===== src/rtl/uart_rx.sv =====
// uart_rx: 8N1 serial receiver with mid-bit sampling, a one-entry holding
// register (valid/ready), and single-cycle framing-error / overrun pulses.
module uart_rx #(
  parameter int CLK_HZ  = 50000000,
  parameter int BAUD    = 115200,
  parameter int DIVISOR = CLK_HZ / BAUD,
  parameter int HALF    = DIVISOR / 2
) (
  input  logic       clk,
  input  logic       rst_n,
  input  logic       rxd,
  output logic [7:0] rx_data,
  output logic       rx_valid,
  input  logic       rx_ready,
  output logic       rx_busy,
  output logic       frame_err,
  output logic       overrun
);

  // Counter wide enough to hold DIVISOR-1 (and HALF-1, which is smaller).
  localparam int CW = $clog2(DIVISOR + 1);
  localparam logic [CW-1:0] RELOAD    = CW'(DIVISOR - 1);
  localparam logic [CW-1:0] HALF_LOAD = CW'(HALF - 1);
  localparam logic [CW-1:0] CNT_ONE   = CW'(1);

  typedef enum logic [2:0] {
    IDLE  = 3'd0,
    START = 3'd1,
    DATA  = 3'd2,
    STOP  = 3'd3,
    BREAK = 3'd4
  } state_t;

  state_t        state_reg;
  logic [1:0]    sync_reg;
  logic [CW-1:0] cnt_reg;
  logic [2:0]    bit_reg;
  logic [7:0]    shift_reg;
  logic          rxd_s;
  logic          expiry;

  assign rxd_s   = sync_reg[1];
  assign expiry  = (cnt_reg == '0);
  // Decoded straight from the state flop, so it carries no combinational input path.
  assign rx_busy = (state_reg != IDLE);

  // Two-flop synchronizer on the asynchronous line; resets to the idle level.
  always_ff @(posedge clk) begin
    if (!rst_n) begin
      sync_reg <= 2'b11;
    end else begin
      sync_reg <= {sync_reg[0], rxd};
    end
  end

  // Receive FSM, baud counter, shift register and holding-register handshake.
  always_ff @(posedge clk) begin
    if (!rst_n) begin
      state_reg <= IDLE;
      cnt_reg   <= '0;
      bit_reg   <= '0;
      shift_reg <= '0;
      rx_data   <= '0;
      rx_valid  <= 1'b0;
      frame_err <= 1'b0;
      overrun   <= 1'b0;
    end else begin
      frame_err <= 1'b0;
      overrun   <= 1'b0;

      // Consumer drain; a delivery later in this block takes precedence.
      if (rx_valid && rx_ready) begin
        rx_valid <= 1'b0;
      end

      // Baud counter runs only while a frame is being timed.
      if (state_reg == START || state_reg == DATA || state_reg == STOP) begin
        cnt_reg <= expiry ? RELOAD : (cnt_reg - CNT_ONE);
      end

      case (state_reg)
        IDLE: begin
          if (!rxd_s) begin
            cnt_reg   <= HALF_LOAD;
            state_reg <= START;
          end
        end

        START: begin
          if (expiry) begin
            if (!rxd_s) begin
              bit_reg   <= '0;
              state_reg <= DATA;
            end else begin
              // Line went back high before mid-start-bit: a glitch.
              state_reg <= IDLE;
            end
          end
        end

        DATA: begin
          if (expiry) begin
            shift_reg <= {rxd_s, shift_reg[7:1]};
            bit_reg   <= bit_reg + 3'd1;
            if (bit_reg == 3'd7) begin
              state_reg <= STOP;
            end
          end
        end

        STOP: begin
          if (expiry) begin
            if (rxd_s) begin
              state_reg <= IDLE;
              if (!rx_valid || rx_ready) begin
                rx_data  <= shift_reg;
                rx_valid <= 1'b1;
              end else begin
                // Holding register full and not draining: drop the new byte.
                overrun <= 1'b1;
              end
            end else begin
              frame_err <= 1'b1;
              state_reg <= BREAK;
            end
          end
        end

        BREAK: begin
          // Hold off until the line returns high so a stuck-low line yields nothing.
          if (rxd_s) begin
            state_reg <= IDLE;
          end
        end

        default: begin
          state_reg <= IDLE;
        end
      endcase
    end
  end

endmodule


===== config.mk =====
export PLATFORM = sky130hd
export DESIGN_NAME = uart_rx
export DESIGN_NICKNAME = d
export VERILOG_FILES = /design/src/rtl/uart_rx.sv
export SDC_FILE = /design/constraint.sdc
export NUM_CORES = 1
export LEC_CHECK = 0
export ABC_AREA = 1
export CAP_MARGIN = 20
export CORE_AREA = 2 2 73 75
export CTS_CLUSTER_DIAMETER = 200
export DETAILED_ROUTE_END_ITERATION = 12
export DIE_AREA = 0 0 75 77
export SYNTH_ARGS = -nofsm -noshare
export SYNTH_HDL_FRONTEND = slang
export SYNTH_SLANG_ARGS = --single-unit

===== constraint.sdc =====
create_clock -name clk -period 4.25 [get_ports clk]
set_clock_uncertainty 0.15 [all_clocks]
set_input_delay 0.425 -clock clk [delete_from_list [all_inputs] [get_ports clk]]
set_output_delay 0.425 -clock clk [all_outputs]
set_load 0.01 [all_outputs]

==> impl_summary.txt <==
----------------------------------------------------
[Global route]
  Global routing usage on met2 ... 19.7%
  GR Overflow Total ... 0
  Pin count of the biggest net entering global routing ... 21
  Grt met3 use ... under 10%
  First-pass GRT wire length ... 5890 µm
  Vias in the first global route ... 1290
  Global routing usage summed across all routing layers ... between 10% and 20%
  Busiest layer in global routing ... met2
  GR Layer Usage met1 ... between 10% and 20%
  Initial antenna violation count ... 0

[STA]
  RSZ-0062 raised after global routing ... false
  Worst-Margin Slew ... 0.640 ns
  Final Cycle Share ... between 50% and 60%
  Final critical-path required period ... approximately 2.2 ns
  Pins over their slew limit ... 0
  Slew Limit Headroom ... around 57%
  Least setup slack across all paths after layout ... slightly above 2 ns
  Total setup violations reported at the end of the flow ... 0
  Final Hold Fails ... 0
  Highest attainable clock frequency ... about 460 MHz
  Final sum of negative setup slack ... 0 ns

[Place]
  HPWL after detailed placement ... about 2400 µm
  Dpl cell area ... approximately 1900 µm²
  GP Congestion ... slightly above 0.8
  Count of input and output buffers ... 15
  Post-place setup slack ... around 1.7 ns

[Floorplan]
  Effective utilization at floorplan ... around 34%
  Placeable core region ... about 5000 µm²
  Die area ... between 5000 and 6000 µm²
  Height of the die ... about 77 µm
  Ports ... 16
  X dimension of the die ... 75 µm
  Number of standard-cell rows in the floorplan ... 26

[Synthesis]
  Synth Flop Type ... sky130_fd_sc_hd__dfxtp_1
  Post-synthesis average cell area ... approximately 7 µm²
  Number of distinct library cell variants in the gate-level netlist after synthesis ... 25
  Gate count after technology mapping ... ~240
  Cell area after technology mapping ... approximately 1700 µm²
  Top cell type's share of synthesized area ... a little over two fifths
  Number of nets in the synthesized netlist ... ~250
  Count leader, synth ... sky130_fd_sc_hd__nor2_1
  Most area-hungry cell type in the Yosys netlist ... sky130_fd_sc_hd__dfxtp_1
  Asr flop ratio synth ... 0%
  Leading post-synthesis cells by instance count ... sky130_fd_sc_hd__nor2_1, sky130_fd_sc_hd__nand2_1, sky130_fd_sc_hd__dfxtp_1
  Total of warnings raised by yosys ... 0
  Share of synthesized area occupied by flip-flops and latches ... roughly 43%
  Dominant cells by area after synthesis ... sky130_fd_sc_hd__dfxtp_1, sky130_fd_sc_hd__nor2_1, sky130_fd_sc_hd__nand2_1, sky130_fd_sc_hd__inv_1, sky130_fd_sc_hd__nand3_1
  Yosys reg bits ... 36
  Number of flops mapped to enable cells by yosys ... 0

[Cells and area]
  Final net count ... ~270
  Design area ... approximately 2000 µm²
  Number of fillers in the final layout ... around 530
  Largest register FFs ... 9
  Antenna diode instance count ... 0
  Relative area change from synthesis to final layout ... 18.6%
  Fraction of the core area covered by cells at the end of the flow ... about two fifths
  Ratio of cells with drive above 1 in the final layout ... around a tenth

[Routing]
  Initial DRT Pass Iterations ... 4
  Vias ... approximately 1500
  Detail-routed net length per standard cell ... approximately 11 µm
  Remaining routing DRC violations ... 0
  DRT antenna net count ... 0
  Violation count after the first detailed-route iteration ... 108
  Detailed-route vias per instance ... ~4.5
  Final routed wirelength across all metal layers ... ~3500 µm

[Min path]
  Number of cells on the worst hold path ... 1
  Min-Delay Endpoint ... sync_reg[1]$_SDFF_PN1_
  Worst hold path class ... register to register
  Beginning of the worst hold path ... sync_reg[0]$_SDFF_PN1_

[Flow run]
  Max-Cap Viols ... 0

[Setup path]
  Worst reg-to-reg setup slack ... roughly 2.1 ns
  Reg2reg end ... shift_reg[0]$_SDFFE_PN0P_
  Reg-to-reg startpoint ... cnt_reg[0]$_SDFF_PN0_
  Maximum fanout count along the critical path ... 20
  Setup CP Type ... primary input to register
  Kind of end point of the critical path ... register
  Data arrival time of the critical path ... 2.27 ns
  Depth of the worst register-to-register path ... 9
  Startpoint type of the worst setup path ... primary input
  Required @ worst endpoint ... approximately 4.3 ns

[Power and ir drop]
  Switching pwr ... 0.385 mW
  Power per cell area ... around 540 nW/µm²
  Peak supply drop ... roughly 0.17 mV
  Leakage ... between 0.9 and 1 nW
  Combinational group share of total power ... between 30 and 40%
  Part of the power in registers ... about 37%
  Clock share of power ... 31.0%
  Overall power after layout ... approximately 1.1 mW
  Sw Share ... between 30% and 40%
  Internal portion of total power ... 0.690 mW

[Clock tree]
  # Post-CTS Setup Buffers ... 0
  Root Buffer ... sky130_fd_sc_hd__clkbuf_8
  Cts bufs inserted ... 5
  TritonCTS sink count ... 36
  Post_cts resized ... 0
  Clk slew on worst S/H paths ... 0.07 ns
  Buffer levels on the longest clock path ... 2
  # H-tree levels ... 2
  Skew-Pair Late Insertion Delay ... between 0.2 and 0.3 ns
  CTS tree ... built
  Post-CTS Hold Buffers ... 0

[Outcome]
  Status ... finished, final reports clean

----------------------------------------------------
[through the flow]
| stage | hold WS [ns] | instances |
|---|---|---|
| after floorplan | 0.243 | 244 |
| after global placement | 0.253 | 322 |
| after detailed placement | 0.257 | 322 |
| after CTS | 0.276 | 330 |
| after global routing | 0.301 | 330 |
| final | 0.271 | 330 |
[kinds of logic after synthesis]
| family | Yosys count | synth area share [%] |
|---|---|---|
| AND/OR/NAND/NOR | 133 | 35.1 |
| buffers and inverters | 43 | 10.9 |
| flip-flops | 36 | 42.6 |
| AO/OA/AOI/OAI | 27 | 8.13 |
| adder cells (fa/ha/maj) | 3 | 2.22 |
| XOR/XNOR | 2 | 1.03 |
[critical path, stage by stage]
cell and delay [ns]:
sky130_fd_sc_hd__clkdlybuf4s50_1 0.88, sky130_fd_sc_hd__inv_1 0.38, sky130_fd_sc_hd__nor2_2 0.30, sky130_fd_sc_hd__inv_2 0.06, sky130_fd_sc_hd__a21oi_1 0.10, sky130_fd_sc_hd__o21ai_1 0.08
sky130_fd_sc_hd__inv_1 0.05
[area by class of cell]
class                   instances  area (µm²)  area share, %
well taps                      70        87.6           4.36
repair buffers                 15         150           7.48
clock inverters                 1        30.0           1.50
multi-input cells             165         787           39.2
flip-flops and latches         36         721           35.9
inverters                      36         135           6.73
clock buffers                   7        96.3           4.80
[worst max path at each step]
stage / from / endpoint / slack [ns] / cells past startpoint
after global placement: rst_n / cnt_reg[0]$_SDFF_PN0_ / 1.81 / 7
after detailed placement: rst_n / cnt_reg[0]$_SDFF_PN0_ / 1.74 / 7
after CTS: rst_n / cnt_reg[0]$_SDFF_PN0_ / 2.04 / 7
after floorplan: cnt_reg[0]$_SDFF_PN0_ / bit_reg[1]$_SDFFE_PN0P_ / 2.68 / 9
final: rst_n / cnt_reg[0]$_SDFF_PN0_ / 2.07 / 7
after global routing: cnt_reg[0]$_SDFF_PN0_ / shift_reg[7]$_SDFFE_PN0P_ / 1.84 / 9
[routing by layer]
metal | share of wire [%] | wire (µm)
met1 | 51 | 1760
met2 | 44 | 1520
met3 | 3.9 | 134
met5 | 0 | 0
met4 | 1.4 | 49
[cells in the final DEF, fill, tap and decap left out]
| master | n |
|---|---|
| sky130_fd_sc_hd__inv_1 | 31 |
| sky130_fd_sc_hd__or2_2 | 2 |
| sky130_fd_sc_hd__o21ai_1 | 4 |
| sky130_fd_sc_hd__o21a_1 | 1 |
| sky130_fd_sc_hd__bufinv_16 | 1 |
| sky130_fd_sc_hd__nor4_1 | 1 |
| sky130_fd_sc_hd__nand2_1 | 46 |
| sky130_fd_sc_hd__nor2_1 | 53 |
| sky130_fd_sc_hd__a21oi_1 | 10 |
| sky130_fd_sc_hd__dfxtp_1 | 36 |
| sky130_fd_sc_hd__o21ai_0 | 12 |
| sky130_fd_sc_hd__clkdlybuf4s50_1 | 15 |
| sky130_fd_sc_hd__nand2_2 | 2 |
| sky130_fd_sc_hd__nand3_1 | 15 |
| sky130_fd_sc_hd__xor2_1 | 2 |
| sky130_fd_sc_hd__clkbuf_8 | 7 |
| sky130_fd_sc_hd__nand3_2 | 1 |
| sky130_fd_sc_hd__nand4_4 | 1 |
| sky130_fd_sc_hd__inv_2 | 5 |
| sky130_fd_sc_hd__nor3_4 | 1 |
| sky130_fd_sc_hd__nor2_2 | 7 |
| sky130_fd_sc_hd__nand4_1 | 4 |
| sky130_fd_sc_hd__ha_1 | 3 |
[power by group through the flow]
stage	clock network [mW]	registers [mW]	logic, mW
after floorplan	0	0.396	0.273
after global placement	0	0.404	0.338
after detailed placement	0	0.405	0.338
after CTS	0.343	0.397	0.341
after global routing	0.356	0.401	0.389
final	0.333	0.398	0.344
No activity file was read; power rests on OpenSTA's default activity.
